$ cat src/rtl/sync_pkg.sv
// Shared helpers for the multi-channel synchronizer/filter: counter sizing,
// elaboration-time parameter validation and the per-channel result bundle.
package sync_pkg;

    // Filter counter width; at least one bit even when FILT_CYCLES is 1 or 2.
    function automatic int cnt_w(input int filt_cycles);
        int w;
        w = $clog2(filt_cycles);
        if (w < 1) begin
            w = 1;
        end
        return w;
    endfunction

    function automatic bit width_ok(input int width);
        return (width >= 1);
    endfunction

    function automatic bit stages_ok(input int stages);
        return (stages >= 2);
    endfunction

    function automatic bit filt_ok(input int filt_cycles);
        return (filt_cycles >= 1);
    endfunction

    function automatic bit params_ok(input int width, input int stages, input int filt_cycles);
        return width_ok(width) && stages_ok(stages) && filt_ok(filt_cycles);
    endfunction

    typedef struct packed {
        logic sync;
        logic filt;
        logic rise;
        logic fall;
    } chan_out_t;

endpackage

$ cat src/rtl/sync_filter_bit.sv
// One channel: STAGES-deep synchronizer chain, stability filter and
// registered rise/fall pulses that coincide with the filtered level change.
module sync_filter_bit
    import sync_pkg::*;
#(
    parameter int   STAGES      = 2,
    parameter int   FILT_CYCLES = 3,
    parameter logic RESET_VAL   = 1'b0
) (
    input  logic      clk,
    input  logic      rst_n,
    input  logic      async_in,
    output chan_out_t chan
);

    localparam int             CW       = cnt_w(FILT_CYCLES);
    localparam logic [CW-1:0]  CNT_LAST = CW'(FILT_CYCLES - 1);

    (* ASYNC_REG = "TRUE" *) logic [STAGES-1:0] stage;

    logic          sync_lvl;
    logic          filt_q;
    logic          rise_q;
    logic          fall_q;
    logic [CW-1:0] cnt_q;
    logic          mismatch;
    logic          accept;

    // Plain flop chain: nothing may sit between stages or feed back into stage[0].
    always_ff @(posedge clk or negedge rst_n) begin
        if (!rst_n) begin
            stage <= {STAGES{RESET_VAL}};
        end else begin
            stage <= {stage[STAGES-2:0], async_in};
        end
    end

    assign sync_lvl = stage[STAGES-1];
    assign mismatch = sync_lvl ^ filt_q;
    assign accept   = mismatch && (cnt_q == CNT_LAST);

    always_ff @(posedge clk or negedge rst_n) begin
        if (!rst_n) begin
            cnt_q  <= '0;
            filt_q <= RESET_VAL;
        end else if (!mismatch) begin
            cnt_q  <= '0;
        end else if (accept) begin
            cnt_q  <= '0;
            filt_q <= sync_lvl;
        end else begin
            cnt_q  <= cnt_q + CW'(1);
        end
    end

    // Pulses share the accept edge so they line up with the new filtered level.
    always_ff @(posedge clk or negedge rst_n) begin
        if (!rst_n) begin
            rise_q <= 1'b0;
            fall_q <= 1'b0;
        end else begin
            rise_q <= accept &  sync_lvl;
            fall_q <= accept & ~sync_lvl;
        end
    end

    always_comb begin
        chan      = '0;
        chan.sync = sync_lvl;
        chan.filt = filt_q;
        chan.rise = rise_q;
        chan.fall = fall_q;
    end

endmodule

$ cat src/rtl/sync_filter_array.sv
// WIDTH independent synchronizer/glitch-filter/edge-detect channels for
// asynchronous control lines entering the clk domain.
module sync_filter_array
    import sync_pkg::*;
#(
    parameter int   WIDTH       = 4,
    parameter int   STAGES      = 2,
    parameter int   FILT_CYCLES = 3,
    parameter logic RESET_VAL   = 1'b0
) (
    input  logic             clk,
    input  logic             rst_n,
    input  logic [WIDTH-1:0] async_in,
    output logic [WIDTH-1:0] sync_out,
    output logic [WIDTH-1:0] filt_out,
    output logic [WIDTH-1:0] rise_pulse,
    output logic [WIDTH-1:0] fall_pulse
);

    if (!params_ok(WIDTH, STAGES, FILT_CYCLES)) begin : g_bad_params
        $fatal(1, "sync_filter_array: need WIDTH>=1, STAGES>=2, FILT_CYCLES>=1");
    end

    chan_out_t chan [WIDTH];

    for (genvar i = 0; i < WIDTH; i++) begin : g_chan
        sync_filter_bit #(
            .STAGES      (STAGES),
            .FILT_CYCLES (FILT_CYCLES),
            .RESET_VAL   (RESET_VAL)
        ) u_bit (
            .clk      (clk),
            .rst_n    (rst_n),
            .async_in (async_in[i]),
            .chan     (chan[i])
        );

        assign sync_out[i]   = chan[i].sync;
        assign filt_out[i]   = chan[i].filt;
        assign rise_pulse[i] = chan[i].rise;
        assign fall_pulse[i] = chan[i].fall;
    end

endmodule

$ cat config.mk
export PLATFORM = sky130hd
export DESIGN_NAME = sync_filter_array
export DESIGN_NICKNAME = d
export VERILOG_FILES = /design/src/rtl/sync_pkg.sv /design/src/rtl/sync_filter_bit.sv /design/src/rtl/sync_filter_array.sv
export SDC_FILE = /design/constraint.sdc
export NUM_CORES = 1
export LEC_CHECK = 0
export CAP_MARGIN = 20
export CORE_MARGIN = 3
export CORE_UTILIZATION = 52
export DETAILED_ROUTE_END_ITERATION = 10
export PLACE_DENSITY = 0.93
export SYNTH_ARGS = -nofsm -noshare
export SYNTH_HDL_FRONTEND = slang
export SYNTH_HIERARCHICAL = 1
export SYNTH_SLANG_ARGS = --single-unit
$ cat constraint.sdc
create_clock -name clk -period 1.5 [get_ports clk]
set_input_delay 0.225 -clock clk [delete_from_list [all_inputs] [get_ports clk]]
set_output_delay 0.225 -clock clk [all_outputs]
set_load 0.005 [all_outputs]
Word-level counts from Yosys, hierarchy flattened
Index checks and enable logic that the tools add are counted.
{ "totals": {"regBits": 28, "inputBits": 6, "out_inout_bits": 16, "elab_cells": 60} }
{ "classes": {"n_addsub": 4, "n_eq_ne": 4, "n_mux": 8, "n_bitwise": 16, "reduce_logical": 8} }
{ "ops": {"columns": ["operator", "count"], "rows": [
  ["two-way mux 2 bit", 8],
  ["adder 2 x 1 -> 2 bit (second input constant)", 4],
  ["bitwise AND 1 bit", 8],
  ["equality test 2 bit (second input constant)", 4],
  ["AND reduction 2 bit", 4],
  ["logical AND 1 bit", 4],
  ["NOT 1 bit", 4],
  ["XOR 1 bit", 4]
]} }

Longest topological paths before layout
{ "depth": {"depth_word": 4, "mapped_depth": 2, "depth_no_buf": 2} }

Hierarchy
The synthesis kept the hierarchy.
{ "by_module_without_submodules": {"columns": ["module", "n_inst", "cells_each", "area_per_inst_um2", "seq_area_each_um2"], "rows": [
  ["sync_filter_bit", 4, 18, 270.3, 175.2]
]} }

Worst setup path after synthesis
No wires, ideal clock.
{ "synth_path": {"path_type": "reg2reg", "start": "reg g_chan[0].u_bit.cnt_q[0]", "end": "reg g_chan[0].u_bit.filt_q", "setup_time_ns": 0.125, "arrival_time_ns": 0.787, "t_required_ns": 1.375, "setup_slack_ns": 0.587, "stages_incl_launch_ff": 3, "n_path_buf": 0, "synth_period_minus_slack_ns": 0.913, "path_cell_list": "dfrtp_1 nand2b_4 mux2_4"} }
{ "synth_via": {"elab_chain_len": 3} }
{ "synth_rtl": {"columns": ["item", "line_no", "rtl"], "rows": [
  ["start: declaration", "sync_filter_bit.sv:25", "logic [CW-1:0] cnt_q;"],
  ["start signal: assignment", "sync_filter_bit.sv:52", "cnt_q <= cnt_q + CW'(1);"],
  ["equality test 2 bit", "sync_filter_bit.sv:40", "assign accept = mismatch && (cnt_q == CNT_LAST);"],
  ["logical AND 1 bit", "sync_filter_bit.sv:40", null],
  ["AND reduction 2 bit (no source line)", null, null],
  ["end signal: assignment", "sync_filter_bit.sv:50", "filt_q <= sync_lvl;"],
  ["end: declaration", "sync_filter_bit.sv:22", "logic filt_q;"]
]} }
Every way passes these cells.
A chain may end at the register's enable or synchronous reset.

Worst setup path in the final report
{ "layout_path": {"start": "reg g_chan[1].u_bit.stage[1]", "end": "out sync_out[1]"} }
{ "layout_rtl": {"columns": ["item", "line_no", "rtl"], "rows": [
  ["start: declaration", "sync_filter_bit.sv:19", "(* ASYNC_REG = \"TRUE\" *) logic [STAGES-1:0] stage;"],
  ["start signal: assignment", "sync_filter_bit.sv:32", "stage <= {STAGES{RESET_VAL}};"],
  ["start signal: assignment", "sync_filter_bit.sv:34", "stage <= {stage[STAGES-2:0], async_in};"],
  ["end: declaration", "sync_filter_array.sv:14", "output logic [WIDTH-1:0] sync_out,"]
]} }
No word-level cell between the ends.

==> impl_metrics.toml <==
[power]
ir_drop_mv = 1.218
leakage_uw = 0.0006097
p_per_area_nw_per_um2 = 1725

[die]
initial_core_util_pct = 58.78
die_h_um = 51.60
coreArea_um2 = 1839
ios = 22
rows = 15
dieArea_um2 = 2662
die_x_um = 51.60

[synthesis]
synth_compound_area_share_pct = 0
yosysTopAreaCellShare_pct = 64.81
synth_fp_nets = 78
synth_mux_area_share_pct = 5.556
synth_common_cells = "dfrtp_1 (28), buf_4 (16), nor3b_1 (12)"
synth_xor_area_share_pct = 3.241
syn_area_um2 = 1081
synth-seq-area-share_pct = 64.81
synth_edf_count = 0
yosys.area_share.simple_pct = 15.28
yosys_most_used_dff = "dfrtp_1"
synth.avg_cell_area_um2 = 15.01
synth_top_family_by_area = "simple AND/OR/NAND/NOR gates"
synthMostInstantiatedCell = "dfrtp_1"
ys_top_cells_by_area = "dfrtp_1 (65%), buf_4 (11%), nor3b_1 (8.3%)"
synthArstFlopShare_pct = 100.0
netlist_instances = 72
synthAdderAreaFrac_pct = 0
ys_warn_count = 6
synth.largest_area_cell = "dfrtp_1"
ys_seq_elements = 28
synthDistinctLibCells = 7

[grt]
use_met3_pct = 2.865
use_met2_pct = 27.54
use_met1_pct = 16.96
antenna_found_initial = 0
grt_max_degree = 29
grt_pass1_wl_um = 2904
gr-total-overflow = 0
grt_busiest_layer = "met2"
grt_pass1_vias = 633
grt_use_total_pct = 15.27

[sta]
worst_pin_slew_ns = 0.3376
fin_crit_sh_pct = 97.25
finalClockSkew_ns = 0.01185
setup_viol = 0
drv_slew = 0
finalCriticalPeriod_ns = 1.459
hold_viol = 0
tns_ns = 0
slew_headroom_pct = 77.49
fmax_ghz = 0.6855

[layout]
utilization_pct = 72.86
drive_gt1_share_pct = 25.00
finalNetCount = 99
antenna_cells = 0
syn2layout_area_growth_pct = 23.96

[status]
status = "finished, final reports clean"

[worst_setup_path]
criticalPathCategory = "reg2out"
rr_endpoint = "g_chan[1].u_bit/cnt_q[0]"
max_stage_delay_ns = 0.52
crit_fanout = 2
crit_path_start_kind = "flip-flop"
crit_path_end_kind = "output pin"
r2r_slack_ns = 0.38
required_ns = 1.27
reg2reg_from = "g_chan[1].u_bit/stage[1]"
arrival_ns = 1.23
cp_num_buf_inv = 1
cpLargestDelayFamily = "buffers and inverters"
worstPathCellList = "clkdlybuf4s50_1"
slowest_stage = "clkdlybuf4s50_1"
reg2regPathDepth = 4

[clock_network]
numCtsBuffers = 3
cts.htree.levels = 1
root_buffer = "clkbuf_4"
clockBufferDepth = 2
clkTransAtPathRegs_ns = 0.15
clkSinkCount = 28
cts_tree = "yes"
clk_latency_ns = 0.33
holdBufCountCts = 0

[placement]
port_buffers = 21
gp_congestion = 0.7203
dp_hpwl_um = 1141

[routing]
ant_nets = 0
viasPerCell = 4.863
drt_iter0_markers = 3
vias = 569
dr.pass1.iters = 3
wl_per_cell_um = 14.50
wl_um = 1697
route.detailed.drc = 0

[job]
maxCapViolCount = 0

[min_path]
holdCritPathClass = "in2async"
-- flip-flops by register name, summed over array words and instances, names as in the netlist --
signal / count
g_chan.u_bit/cnt_q: 8
g_chan.u_bit/fall_q: 4
g_chan.u_bit/filt_q: 4
g_chan.u_bit/rise_q: 4
g_chan.u_bit/stage: 8
-- layer usage --
layer | up-vias | part of all wire [%]
li1 | 260 | -
met1 | 285 | 40
met2 | 19 | 53
met3 | 5 | 4.5
met4 | 0 | 2.3
met5 | - | 0
-- worst max path at each step --
stage                        startpoint                      to  slack (ns)  cells after the start
3_5_place_dp   g_chan[1].u_bit/stage[1]             sync_out[1]        0.31                      1
6_report       g_chan[1].u_bit/stage[1]             sync_out[1]        0.04                      1
4_1_cts        g_chan[2].u_bit/stage[1]             sync_out[2]        0.03                      1
5_1_grt        g_chan[1].u_bit/stage[1]             sync_out[1]       -0.01                      1
3_3_place_gp   g_chan[1].u_bit/stage[1]             sync_out[1]        0.35                      1
2_1_floorplan  g_chan[0].u_bit/cnt_q[0]  g_chan[0].u_bit/filt_q        0.59                      2
-- timing repair --
item                       CTS  global route
setup buffers                8             2
setup endpoints to repair    8             3
resized for setup            0             1
-- worst reg2reg max path: stages (launching register included) --
cell and delay, ns:
dfrtp_1 0.42, buf_4 0.13, buf_4 0.15, xnor2_1 0.24, nor3_1 0.08
-- final cells by class --
| class | count | area, um2 |
|---|---|---|
| clock buffers | 3 | 22.52 |
| clock inverters | 1 | 30.03 |
| fillers | 140 | 499.2 |
| multi-input cells | 28 | 260.3 |
| flip-flops and latches | 28 | 700.7 |
| well taps | 25 | 31.28 |
| repair buffers | 32 | 295.3 |
-- per-stage QoR --
stage	instances	cell area [um2]	hold slack [ns]	setup WS, ns	total power (uW)
after floorplan	72	1081	-0.07059	0.5875	1569
after global routing	117	1340	0.2781	-0.01347	2444
after global placement	103	1210	0.3321	0.3522	1682
after detailed placement	103	1210	0.3393	0.3149	1746
after CTS	115	1323	0.2641	0.03422	2324
final	117	1340	0.2570	0.04123	2311
-- kinds of logic (layout without fill, tap and decap cells) --
group,Yosys count,after routing
DFF,28,28
xor gates and xnor gates,4,4
and+or+nand+nor,20,20
buffers and inverters,16,36
muxes,4,4
-- cell usage in the layout (no fill, tap or decap), drive strengths merged --
master,count
clkdlybuf4s50,20
nor3,4
nand2b,4
dlymetal6s2s,1
nor3b,12
clkbuf,3
mux2,4
dfrtp,28
xnor2,4
bufinv,1
buf,11
-- power by group --
group          internal (uW)  total (uW)  leakage (uW)  switching (uW)
clock                    270         482     0.0000279             212
sequential               932        1060      0.000356             128
combinational            496         769      0.000226             273
Note: power is estimated with default switching activity, not from simulation.
